**config.mk**
```make
export PLATFORM = sky130hd
export DESIGN_NAME = bp_fe_queue_buffer_flat
export DESIGN_NICKNAME = d
export VERILOG_FILES = /design/src/rtl/bp_fe_pkg.sv /design/src/rtl/bp_fe_queue_buffer_if.sv /design/src/rtl/bp_fe_queue_ptr.sv /design/src/rtl/bp_fe_queue_buffer.sv /design/src/flat_wrapper.sv
export SDC_FILE = /design/constraint.sdc
export NUM_CORES = 1
export LEC_CHECK = 0
export ABC_AREA = 1
export BUFFER_PORTS_ARGS = -buffer_cell sky130_fd_sc_hd__buf_4
export CAP_MARGIN = 20
export CORE_MARGIN = 2
export CORE_UTILIZATION = 30
export CTS_CLUSTER_DIAMETER = 40
export DETAILED_ROUTE_END_ITERATION = 12
export PLACE_DENSITY_LB_ADDON = 0.25
export SLEW_MARGIN = 20
export SYNTH_ARGS = -nofsm -noshare
export SYNTH_HDL_FRONTEND = slang
export SYNTH_SLANG_ARGS = --single-unit
```
**constraint.sdc**
```tcl
create_clock -name clk_i -period 9.9 [get_ports clk_i]
set_clock_uncertainty 0.15 [all_clocks]
set_input_delay 1.98 -clock clk_i [delete_from_list [all_inputs] [get_ports clk_i]]
set_output_delay 1.98 -clock clk_i [all_outputs]
set_load 0.02 [all_outputs]
```
**src/rtl/bp_fe_pkg.sv**
```systemverilog
// Front-end shared types: processor configs, FE queue entry layout and default queue depth.
package bp_fe_pkg;

    typedef enum logic [1:0] {
        e_bp_default_cfg = 2'd0
    } bp_params_e;

    localparam int unsigned vaddr_width_gp               = 39;
    localparam int unsigned instr_width_gp               = 32;
    localparam int unsigned branch_metadata_fwd_width_gp = 36;
    localparam int unsigned fe_queue_els_gp              = 8;

    typedef enum logic [0:0] {
        e_fe_fetch     = 1'b0,
        e_fe_exception = 1'b1
    } bp_fe_queue_type_e;

    typedef struct packed {
        bp_fe_queue_type_e                        msg_type;
        logic [vaddr_width_gp-1:0]                pc;
        logic [instr_width_gp-1:0]                instr;
        logic [branch_metadata_fwd_width_gp-1:0]  branch_metadata_fwd;
    } bp_fe_queue_s;

    // Entry width for a given processor configuration.
    function automatic int unsigned fe_queue_width(input bp_params_e cfg);
        unique case (cfg)
            e_bp_default_cfg: return $bits(bp_fe_queue_s);
            default:          return $bits(bp_fe_queue_s);
        endcase
    endfunction

endpackage

```
**src/rtl/bp_fe_queue_buffer_if.sv**
```systemverilog
// FE-to-BE queue handshake bundle: enqueue side, read side and commit/replay controls.
interface bp_fe_queue_buffer_if
    import bp_fe_pkg::*;
#(
    parameter bp_params_e bp_params_p = e_bp_default_cfg
);
    localparam int unsigned fe_queue_width_lp = fe_queue_width(bp_params_p);

    logic [fe_queue_width_lp-1:0] fe_queue_i;
    logic                         fe_queue_v_i;
    logic                         fe_queue_ready_and_o;
    logic [fe_queue_width_lp-1:0] fe_queue_o;
    logic                         fe_queue_v_o;
    logic                         fe_queue_yumi_i;
    logic                         clr_v_i;
    logic                         roll_v_i;
    logic                         deq_v_i;
    logic                         empty_o;

    modport master (
        output fe_queue_i, fe_queue_v_i, fe_queue_yumi_i, clr_v_i, roll_v_i, deq_v_i,
        input  fe_queue_ready_and_o, fe_queue_o, fe_queue_v_o, empty_o
    );

    modport slave (
        input  fe_queue_i, fe_queue_v_i, fe_queue_yumi_i, clr_v_i, roll_v_i, deq_v_i,
        output fe_queue_ready_and_o, fe_queue_o, fe_queue_v_o, empty_o
    );
endinterface

```
**src/rtl/bp_fe_queue_ptr.sv**
```systemverilog
// Wrap-bit queue pointer: clear beats load beats increment.
module bp_fe_queue_ptr #(
    parameter int unsigned ptr_width_p = 4
) (
    input  logic                   clk_i,
    input  logic                   reset_i,
    input  logic                   clr_i,
    input  logic                   ld_i,
    input  logic [ptr_width_p-1:0] ld_val_i,
    input  logic                   inc_i,
    output logic [ptr_width_p-1:0] ptr_o
);
    always_ff @(posedge clk_i) begin
        if (reset_i || clr_i) begin
            ptr_o <= '0;
        end else if (ld_i) begin
            ptr_o <= ld_val_i;
        end else if (inc_i) begin
            ptr_o <= ptr_o + ptr_width_p'(1);
        end
    end
endmodule

```
**src/rtl/bp_fe_queue_buffer.sv**
```systemverilog
// FE queue with separate read and commit pointers so the BE can replay uncommitted entries.
// Optional same-cycle bypass of an enqueue into an empty read window: BP_FE_QUEUE_BYPASS_EN.
module bp_fe_queue_buffer
    import bp_fe_pkg::*;
#(
    parameter bp_params_e  bp_params_p = e_bp_default_cfg,
    parameter int unsigned els_p       = fe_queue_els_gp
) (
    input  logic                 clk_i,
    input  logic                 reset_i,
    bp_fe_queue_buffer_if.slave  fe_if
);
    localparam int unsigned fe_queue_width_lp = fe_queue_width(bp_params_p);
    localparam int unsigned lg_els_lp         = $clog2(els_p);
    localparam int unsigned ptr_width_lp      = lg_els_lp + 1;

    logic [ptr_width_lp-1:0]      wptr, rptr, cptr, rptr_ld_val;
    logic [fe_queue_width_lp-1:0] mem [els_p];
    logic                         full, ready, enq, clr, roll, yumi_inc;

    // Full when write pointer is exactly one lap ahead of the commit pointer.
    assign full        = ((wptr ^ cptr) == {1'b1, {lg_els_lp{1'b0}}});
    assign clr         = fe_if.clr_v_i;
    assign ready       = ~reset_i & ~full & ~clr;
    assign enq         = fe_if.fe_queue_v_i & ready;
    assign roll        = fe_if.roll_v_i & ~clr;
    assign yumi_inc    = fe_if.fe_queue_yumi_i & ~roll;
    assign rptr_ld_val = cptr + ptr_width_lp'(fe_if.deq_v_i);

    bp_fe_queue_ptr #(.ptr_width_p(ptr_width_lp)) wptr_u (
        .clk_i(clk_i), .reset_i(reset_i), .clr_i(clr),
        .ld_i(1'b0), .ld_val_i('0), .inc_i(enq), .ptr_o(wptr)
    );

    bp_fe_queue_ptr #(.ptr_width_p(ptr_width_lp)) rptr_u (
        .clk_i(clk_i), .reset_i(reset_i), .clr_i(clr),
        .ld_i(roll), .ld_val_i(rptr_ld_val), .inc_i(yumi_inc), .ptr_o(rptr)
    );

    bp_fe_queue_ptr #(.ptr_width_p(ptr_width_lp)) cptr_u (
        .clk_i(clk_i), .reset_i(reset_i), .clr_i(clr),
        .ld_i(1'b0), .ld_val_i('0), .inc_i(fe_if.deq_v_i), .ptr_o(cptr)
    );

    // Storage is never reset; validity is carried entirely by the pointers.
    always_ff @(posedge clk_i) begin
        if (enq) begin
            mem[wptr[lg_els_lp-1:0]] <= fe_if.fe_queue_i;
        end
    end

    assign fe_if.fe_queue_ready_and_o = ready;
    assign fe_if.empty_o              = reset_i | (cptr == wptr);

`ifdef BP_FE_QUEUE_BYPASS_EN
    logic bypass;
    assign bypass             = (rptr == wptr);
    assign fe_if.fe_queue_v_o = ~reset_i & (~bypass | enq);
    assign fe_if.fe_queue_o   = bypass ? fe_if.fe_queue_i : mem[rptr[lg_els_lp-1:0]];
`else
    assign fe_if.fe_queue_v_o = ~reset_i & (rptr != wptr);
    assign fe_if.fe_queue_o   = mem[rptr[lg_els_lp-1:0]];
`endif

    deq_has_read_entry_a: assert property (
        @(posedge clk_i) disable iff (reset_i || clr)
        fe_if.deq_v_i |-> (cptr != rptr)
    ) else $error("deq_v_i with no read entry to commit");

endmodule

```
**src/flat_wrapper.sv**
```systemverilog
// flat-port wrapper written by rule: the top's interface ports become plain ports
module bp_fe_queue_buffer_flat import bp_fe_pkg::*;
#(
    parameter bp_params_e  bp_params_p = e_bp_default_cfg,
    parameter int unsigned els_p       = fe_queue_els_gp
)
  (clk_i, reset_i, fe_if_fe_queue_i, fe_if_fe_queue_v_i, fe_if_fe_queue_yumi_i, fe_if_clr_v_i, fe_if_roll_v_i, fe_if_deq_v_i, fe_if_fe_queue_ready_and_o, fe_if_fe_queue_o, fe_if_fe_queue_v_o, fe_if_empty_o);
  bp_fe_queue_buffer_if #(.bp_params_p(bp_params_p)) fe_if_i ();
  input  logic clk_i;
  input  logic reset_i;
  input wire logic [$bits(fe_if_i.fe_queue_i)-1:0] fe_if_fe_queue_i;
  input wire logic [$bits(fe_if_i.fe_queue_v_i)-1:0] fe_if_fe_queue_v_i;
  input wire logic [$bits(fe_if_i.fe_queue_yumi_i)-1:0] fe_if_fe_queue_yumi_i;
  input wire logic [$bits(fe_if_i.clr_v_i)-1:0] fe_if_clr_v_i;
  input wire logic [$bits(fe_if_i.roll_v_i)-1:0] fe_if_roll_v_i;
  input wire logic [$bits(fe_if_i.deq_v_i)-1:0] fe_if_deq_v_i;
  output wire logic [$bits(fe_if_i.fe_queue_ready_and_o)-1:0] fe_if_fe_queue_ready_and_o;
  output wire logic [$bits(fe_if_i.fe_queue_o)-1:0] fe_if_fe_queue_o;
  output wire logic [$bits(fe_if_i.fe_queue_v_o)-1:0] fe_if_fe_queue_v_o;
  output wire logic [$bits(fe_if_i.empty_o)-1:0] fe_if_empty_o;
  assign fe_if_i.fe_queue_i = fe_if_fe_queue_i;
  assign fe_if_i.fe_queue_v_i = fe_if_fe_queue_v_i;
  assign fe_if_i.fe_queue_yumi_i = fe_if_fe_queue_yumi_i;
  assign fe_if_i.clr_v_i = fe_if_clr_v_i;
  assign fe_if_i.roll_v_i = fe_if_roll_v_i;
  assign fe_if_i.deq_v_i = fe_if_deq_v_i;
  assign fe_if_fe_queue_ready_and_o = fe_if_i.fe_queue_ready_and_o;
  assign fe_if_fe_queue_o = fe_if_i.fe_queue_o;
  assign fe_if_fe_queue_v_o = fe_if_i.fe_queue_v_o;
  assign fe_if_empty_o = fe_if_i.empty_o;
  bp_fe_queue_buffer #(.bp_params_p(bp_params_p), .els_p(els_p)) u_core (.clk_i(clk_i), .reset_i(reset_i), .fe_if(fe_if_i));
endmodule
```
==> results of run 1 <==
[kinds of logic (layout without fill, tap and decap cells)]
logic type,after synthesis,count (layout)
adders and majority gates,5,5
xor gates and xnor gates,7,7
buffers and inverters,185,500
DFF,879,879
AOI/OAI and AO/OA,670,670
and+or+nand+nor,925,925
[routing by layer]
| metal | global-route usage (%) | vias up | routed length, µm |
|---|---|---|---|
| li1 | - | 10100 | - |
| met5 | 0 | - | 81 |
| met1 | 20.1 | 10400 | 40300 |
| met2 | 23.2 | 468 | 40700 |
| met3 | 3.34 | 137 | 4700 |
| met4 | 3.73 | 14 | 1810 |
[path summary, 6_finish.rpt]
check	from	endpoint	slack, ns	depth (start not counted)
max	register	fe_if_fe_queue_o[78]	3.84	7
max reg2reg	u_core.wptr_u.ptr_o[0]	u_core.mem[5][76]	6.23	7
min	u_core.cptr_u.ptr_o[3]	u_core.cptr_u.ptr_o[3]	0.35	1
min reg2reg	u_core.cptr_u.ptr_o[3]	u_core.cptr_u.ptr_o[3]	0.35	1
[power groups by stage]
stage,logic (mW),clock network [mW],registers [mW]
final,0.487,4.26,4.11
after global routing,0.538,4.51,4.11
after CTS,0.496,4.36,4.11
after detailed placement,0.495,0,4.19
after global placement,0.493,0,4.19
after floorplan,0.273,0,4.19
[cell usage after synthesis, types with 2 or more instances]
library cell,number
edfxtp_1,864
nor2_1,552
nand2_1,354
o21ai_0,272
o21ai_1,169
a21oi_1,117
a31oi_1,109
clkbuf_1,75
buf_2,29
buf_6,29
buf_4,27
dfxtp_1,15
inv_1,13
nand3_1,7
nand4_1,6
ha_1,5
xnor2_1,5
buf_1,4
nor3_1,4
buf_8,3
clkbuf_2,2
inv_2,2
xor2_1,2
[through the flow]
stage,area [µm²],std cells
2_1_floorplan,34500,2671
3_3_place_gp,37400,4268
3_5_place_dp,37400,4268
4_1_cts,41500,4497
5_1_grt,41500,4498
6_report,41500,4498
[final cells by class]
| class | count | area share, % |
|---|---|---|
| tap | 1512 | 4.56 |
| multi-input combinational | 1607 | 17.3 |
| inverter | 16 | 0.208 |
| clock buffer | 131 | 7.44 |
| clock inverter | 98 | 2.33 |
| timing repair buffer | 255 | 4.87 |
| sequential | 879 | 63.3 |
[worst reg2reg max path: cells and delay by family, from the launching register on]
| family | cells | cell delay, ns |
|---|---|---|
| buffers and inverters | 1 | 0.79 |
| DFF | 1 | 0.59 |
| and+or+nand+nor | 6 | 1.64 |
[state kept, by name, summed over array words and instances (netlist names), named ones only]
signal and count:
u_core.cptr_u.ptr_o 4, u_core.mem 864, u_core.rptr_u.ptr_o 4, u_core.wptr_u.ptr_o 4
==> metrics.md, run 1 <==
| Metric | Value |
|---|---|
| Worst Setup End Kind | primary output |
| Largest cells by area after synthesis | edfxtp_1 (75%), nor2_1 (6.0%), o21ai_0 (3.9%) |
| Switching share of power | 22.8% |
| Clock power frac | roughly half |
| Least-Margin Pin Slew | between 1 and 1.5 ns |
| Combinational family with the most area after synthesis | simple AND/OR/NAND/NOR gates |
| Post-CTS setup buffer count | 0 |
| Clock latency on the worst-skew pair | 0.69 ns |
| Setup_tns | 0 ns |
| I/O pin total | ~230 |
| IO Port Bufs | between 200 and 250 |
| Total track usage | between 10% and 20% |
| Number of global-route vias before repair | approximately 21000 |
| DP HPWL | between 40 and 50 mm |
| Sequential area share after synthesis | 76.1% |
| CTS tree | done |
| Max Freq | about 0.17 GHz |
| Initial drt markers | between 1000 and 1500 |
| Int Power | 6.84 mW |
| Nets@finish | 3000 |
| Required @ worst endpoint | a little under 8 ns |
| Crit path max-delay family | buffers and inverters |
| ANT cells | 0 |
| Fill cells | roughly 11000 |
| Slowest CP cell | buf_4 |
| Core Area | 114000 µm² |
| Min Tclk post-route | 6.06 ns |
| Worst path max stage delay | 0.59 ns |
| Global-route wire length before repair | about 130 mm |
| Sequential power share | 46.4% |
| Combinational Power Share | between 5 and 6% |
| Synth area leader | edfxtp_1 |
| Die area | between 100000 and 150000 µm² |
| CTS H-Tree Depth | 3 |
| Most used flip-flop cell after synthesis | edfxtp_1 |
| Post-Syn Nets | 2791 |
| Syn Inst Count | around 2700 |
| PwrDens | between 200 and 250 nW/µm² |
| Area of the multi-input gates | 7190 µm² |
| Post-synthesis adder-cell area fraction | 0.181% |
| Final WS setup | 3.84 ns |
| Initial core utilization | a little under a third |
| DRT Wirelength | about 88 mm |
| Largest net degree at the start of global routing | 201 |
| Max Cap Viol | 0 |
| CP bufs+invs | 3 |
| Fin. Hold Viols | 0 |
| Clock Sinks | between 800 and 900 |
| First-pass iteration count of the detailed router | 5 |
| Hold Buf Count CTS | 0 |
| Outcome | finished clean |
| Yosys warns | 0 |
| Worst slack, placed | 4.36 ns |
| Yosys cell types | 29 |
| WP data arrival | ~4 ns |
| Total power | 8.86 mW |
| Synth Area in Compound Gates | between 10% and 20% |
| Simple-Gate Fraction of Synth Area | roughly 10% |
| Relative slew margins | around 18% |
| Sequential Area | between 20000 and 30000 µm² |
| Clock buffer depth | 3 |
| Utilization after layout | a little over a third |
| Initial antenna violation count | 9 |
| Worst-path clk slew | around 0.06 ns |
| Root buffer cell | clkbuf_16 |
| Total CTS buffers | 121 |
| Setup CP Type | reg -> out |
| Hold Path Class | reg -> reg |
| Final antenna-violating net count | 0 |
| Post-synth EDFFs | 864 |
| Commonest non-fill, non-tap cells in the layout | edfxtp_1 (864), nor2_1 (547), nand2_1 (354) |
| Netlist Area Pre-Place | 34500 µm² |
| Post_cts resized | 0 |
| Layout cells sized above 1 | approximately 16% |
| Routed vias/inst | about 4.7 |
| Setup violators final | 0 |
| Most used cell, CP | buf_4 |
| Commonest non-fill, non-tap cell in the layout | edfxtp_1 |
| Wire per inst | between 15 and 20 µm |
| Hold Slack | 0.346 ns |
| Peak VDD IR | approximately 150 µV |
| Cell chain of the critical path | buf_4 -> buf_12 -> o21ai_0 -> o21ai_1 -> a21oi_1 -> a31oi_1 -> buf_4 |
| Crit share post-route | between 60 and 70% |
| FF+latch count, synth | 879 |
| Gpl congestion | roughly 0.74 |
| Leakage | 14.1 nW |
| Grt ovf | 0 |
| Asr flop ratio synth | 0% |
| Switch Pwr | between 2 and 2.5 mW |
| Syn avg cell area | about 13 µm² |
| Die Ht | around 340 µm |
| Post-synthesis mux area share | 0% |
| RSZ-0062 raised after global routing | no |
| Synth top area share | between 70% and 80% |
| Max-slew violations | 0 |
| Via Count | roughly 21000 |
| Area grow syn2layout | 20.4% |
| CP max FO | 181 |
| Post-synthesis share of cell area spent on xor and xnor gates | less than 1% |
| DRC Markers | 0 |
| Row Count | approximately 120 |
| Worst setup SP type | register |
| Die width | between 300 and 400 µm |
Note: power is estimated with default switching activity, not from simulation.
==> run 2, diff against run 1 <==
==> constraint.sdc (replaced) <==
create_clock -name clk_i -period 6.3 [get_ports clk_i]
set_clock_uncertainty 0.15 [all_clocks]
set_input_delay 1.26 -clock clk_i [delete_from_list [all_inputs] [get_ports clk_i]]
set_output_delay 1.26 -clock clk_i [all_outputs]
set_load 0.02 [all_outputs]
==> metrics.md, run 2 (synthesis gave the netlist of run 1 again) <==
| Metric | Value |
|---|---|
| CTS tree | done |
| Die width | 343 µm |
| Grt ovf | 0 |
| Cell chain of the critical path | inv_8 -> buf_4 -> a21oi_1 -> a31oi_1 -> buf_4 |
| Nets@finish | between 3000 and 4000 |
| Fin. Hold Viols | 0 |
| Slowest CP cell | inv_8 |
| Leakage | between 10 and 15 nW |
| Relative slew margins | a little under a third |
| Area grow syn2layout | 22.6% |
| Number of global-route vias before repair | 21100 |
| I/O pin total | 226 |
| GRT Max-Usage Layer | met2 |
| Routed vias/inst | 4.72 |
| Via Count | between 20000 and 25000 |
| Setup violators final | 0 |
| Initial core utilization | a little under a third |
| Clock buffer depth | 3 |
| Hold Path Depth | 1 |
| Root buffer cell | clkbuf_16 |
| Setup CP Type | reg -> out |
| Hold Buf Count CTS | 0 |
| Post_cts resized | 0 |
| CP max FO | approximately 130 |
| Max Cap Viol | 0 |
| Hold_sp | u_core.cptr_u.ptr_o[3] |
| Peak VDD IR | 227 µV |
| Max Freq | 0.211 GHz |
| Total CTS buffers | 135 |
| Least-Margin Pin Slew | approximately 1 ns |
| R2r setup slk | about 3.2 ns |
| IO Port Bufs | ~230 |
| Worst Setup End Kind | primary output |
| RR Endpoint | u_core.mem[1][99] |
| DP HPWL | about 42 mm |
| Gpl congestion | 0.724 |
| Final WS setup | approximately 1.6 ns |
| R2R depth | 7 |
| Min Tclk post-route | 4.74 ns |
| Required @ worst endpoint | 4.89 ns |
| Worst setup SP type | register |
| Largest net degree at the start of global routing | about 220 |
| Met1 Use GR | 20.5% |
| Worst path max stage delay | around 0.70 ns |
| Initial antenna violation count | 9 |
| RSZ-0062 raised after global routing | no |
| DRT Wirelength | roughly 89 mm |
| Initial drt markers | 1610 |
| Global Route met2 Usage | 23.1% |
| PwrDens | about 350 nW/µm² |
| Setup_tns | 0 ns |
| Final antenna-violating net count | 0 |
| Wire per inst | a little under 20 µm |
| Clock Sinks | 879 |
| Worst-path clk slew | roughly 0.050 ns |
| Commonest non-fill, non-tap cell in the layout | edfxtp_1 |
| WP data arrival | between 3 and 4 ns |
| Max reg flops | about 860 |
| Post-CTS setup buffer count | 0 |
| Clock latency on the worst-skew pair | ~0.73 ns |
| Die Ht | 343 µm |
| Worst Hold Path EP | u_core.cptr_u.ptr_o[3] |
| Total power | 14.8 mW |
| Crit share post-route | 75.3% |
| Met3 Usage GRT | between 3 and 4% |
| Most used cell, CP | buf_4 |
| Row Count | about 120 |
| Global-route wire length before repair | ~130 mm |
| Core Area | ~110000 µm² |
| Layout cells sized above 1 | between 10% and 20% |
| Hold Path Class | reg -> reg |
| Worst slack, placed | 2.02 ns |
| CTS H-Tree Depth | 4 |
| DRC Markers | 0 |
| Worst r2r src | u_core.wptr_u.ptr_o[0] |
| Commonest non-fill, non-tap cells in the layout | edfxtp_1 (864), nor2_1 (547), nand2_1 (354) |
| First-pass iteration count of the detailed router | 7 |
| Total track usage | 14.9% |
| Outcome | finished clean |
| Max-slew violations | 0 |
| Die area | around 120000 µm² |
run 2: cell count changes in the layout (fill, tap and decap cells not counted), sizes merged:
cell | previous run | this run
clkbuf | 131 | 144
inv | 42 | 34
bufinv | 11 | 16
clkinv | 46 | 51
clkinvlp | 15 | 18
buf | 255 | 257
diode | 0 | 2
run 2: how the worst max path moves through the flow:
stage,startpoint,slack [ns],end,cells past startpoint
after CTS,register,1.41,fe_if_fe_queue_o[18],7
after global placement,fe_if_clr_v_i,2.10,u_core.mem[6][91],5
after global routing,register,1.30,fe_if_fe_queue_o[13],7
final,register,1.56,fe_if_fe_queue_o[18],5
after floorplan,fe_if_clr_v_i,-0.63,u_core.mem[6][0],3
after detailed placement,fe_if_clr_v_i,2.02,u_core.mem[6][89],5
run 2: routing by layer:
metal / wire length, µm / share of wire (%) / vias to the layer above
li1: - / - / 10100
met1: 41400 / 47 / 10500
met2: 40500 / 46 / 492
met3: 5130 / 5.8 / 152
met4: 1770 / 2.0 / 10
met5: 69 / 0.078 / -
run 2: final cells by class:
cell class	instances	area [µm²]
inverters	16	86.3
diodes	2	5.00
flip-flops and latches	879	26300
clock inverters	103	1210
repair buffers	257	2120
clock buffers	144	3480
well taps	1512	1890
fillers	11000	71900
multi-input cells	1607	7210
run 2: report_power, final:
part,switching (mW),internal [mW]
logic,0.513,0.251
clock network,2.83,4.74
registers,0.0207,6.45
total,3.36,11.4
run 2: stage by stage:
| step | instance area (µm²) | hold WS (ns) | util (%) | std cells |
|---|---|---|---|---|
| 3_3_place_gp | 37600 | 0.342 | 32.9 | 4271 |
| 6_report | 42200 | 0.366 | 37.0 | 4520 |
| 5_1_grt | 42200 | 0.379 | 37.0 | 4519 |
| 3_5_place_dp | 37600 | 0.349 | 32.9 | 4271 |
| 2_1_floorplan | 34500 | 0.305 | - | 2671 |
| 4_1_cts | 42200 | 0.365 | 37.0 | 4518 |
run 2: critical path, delay by kind of cell, from the launching register on:
family / cells / cell delay [ns]
buffers and inverters: 3 / 1.56
flip-flops: 1 / 0.47
AO/OA/AOI/OAI: 2 / 0.47
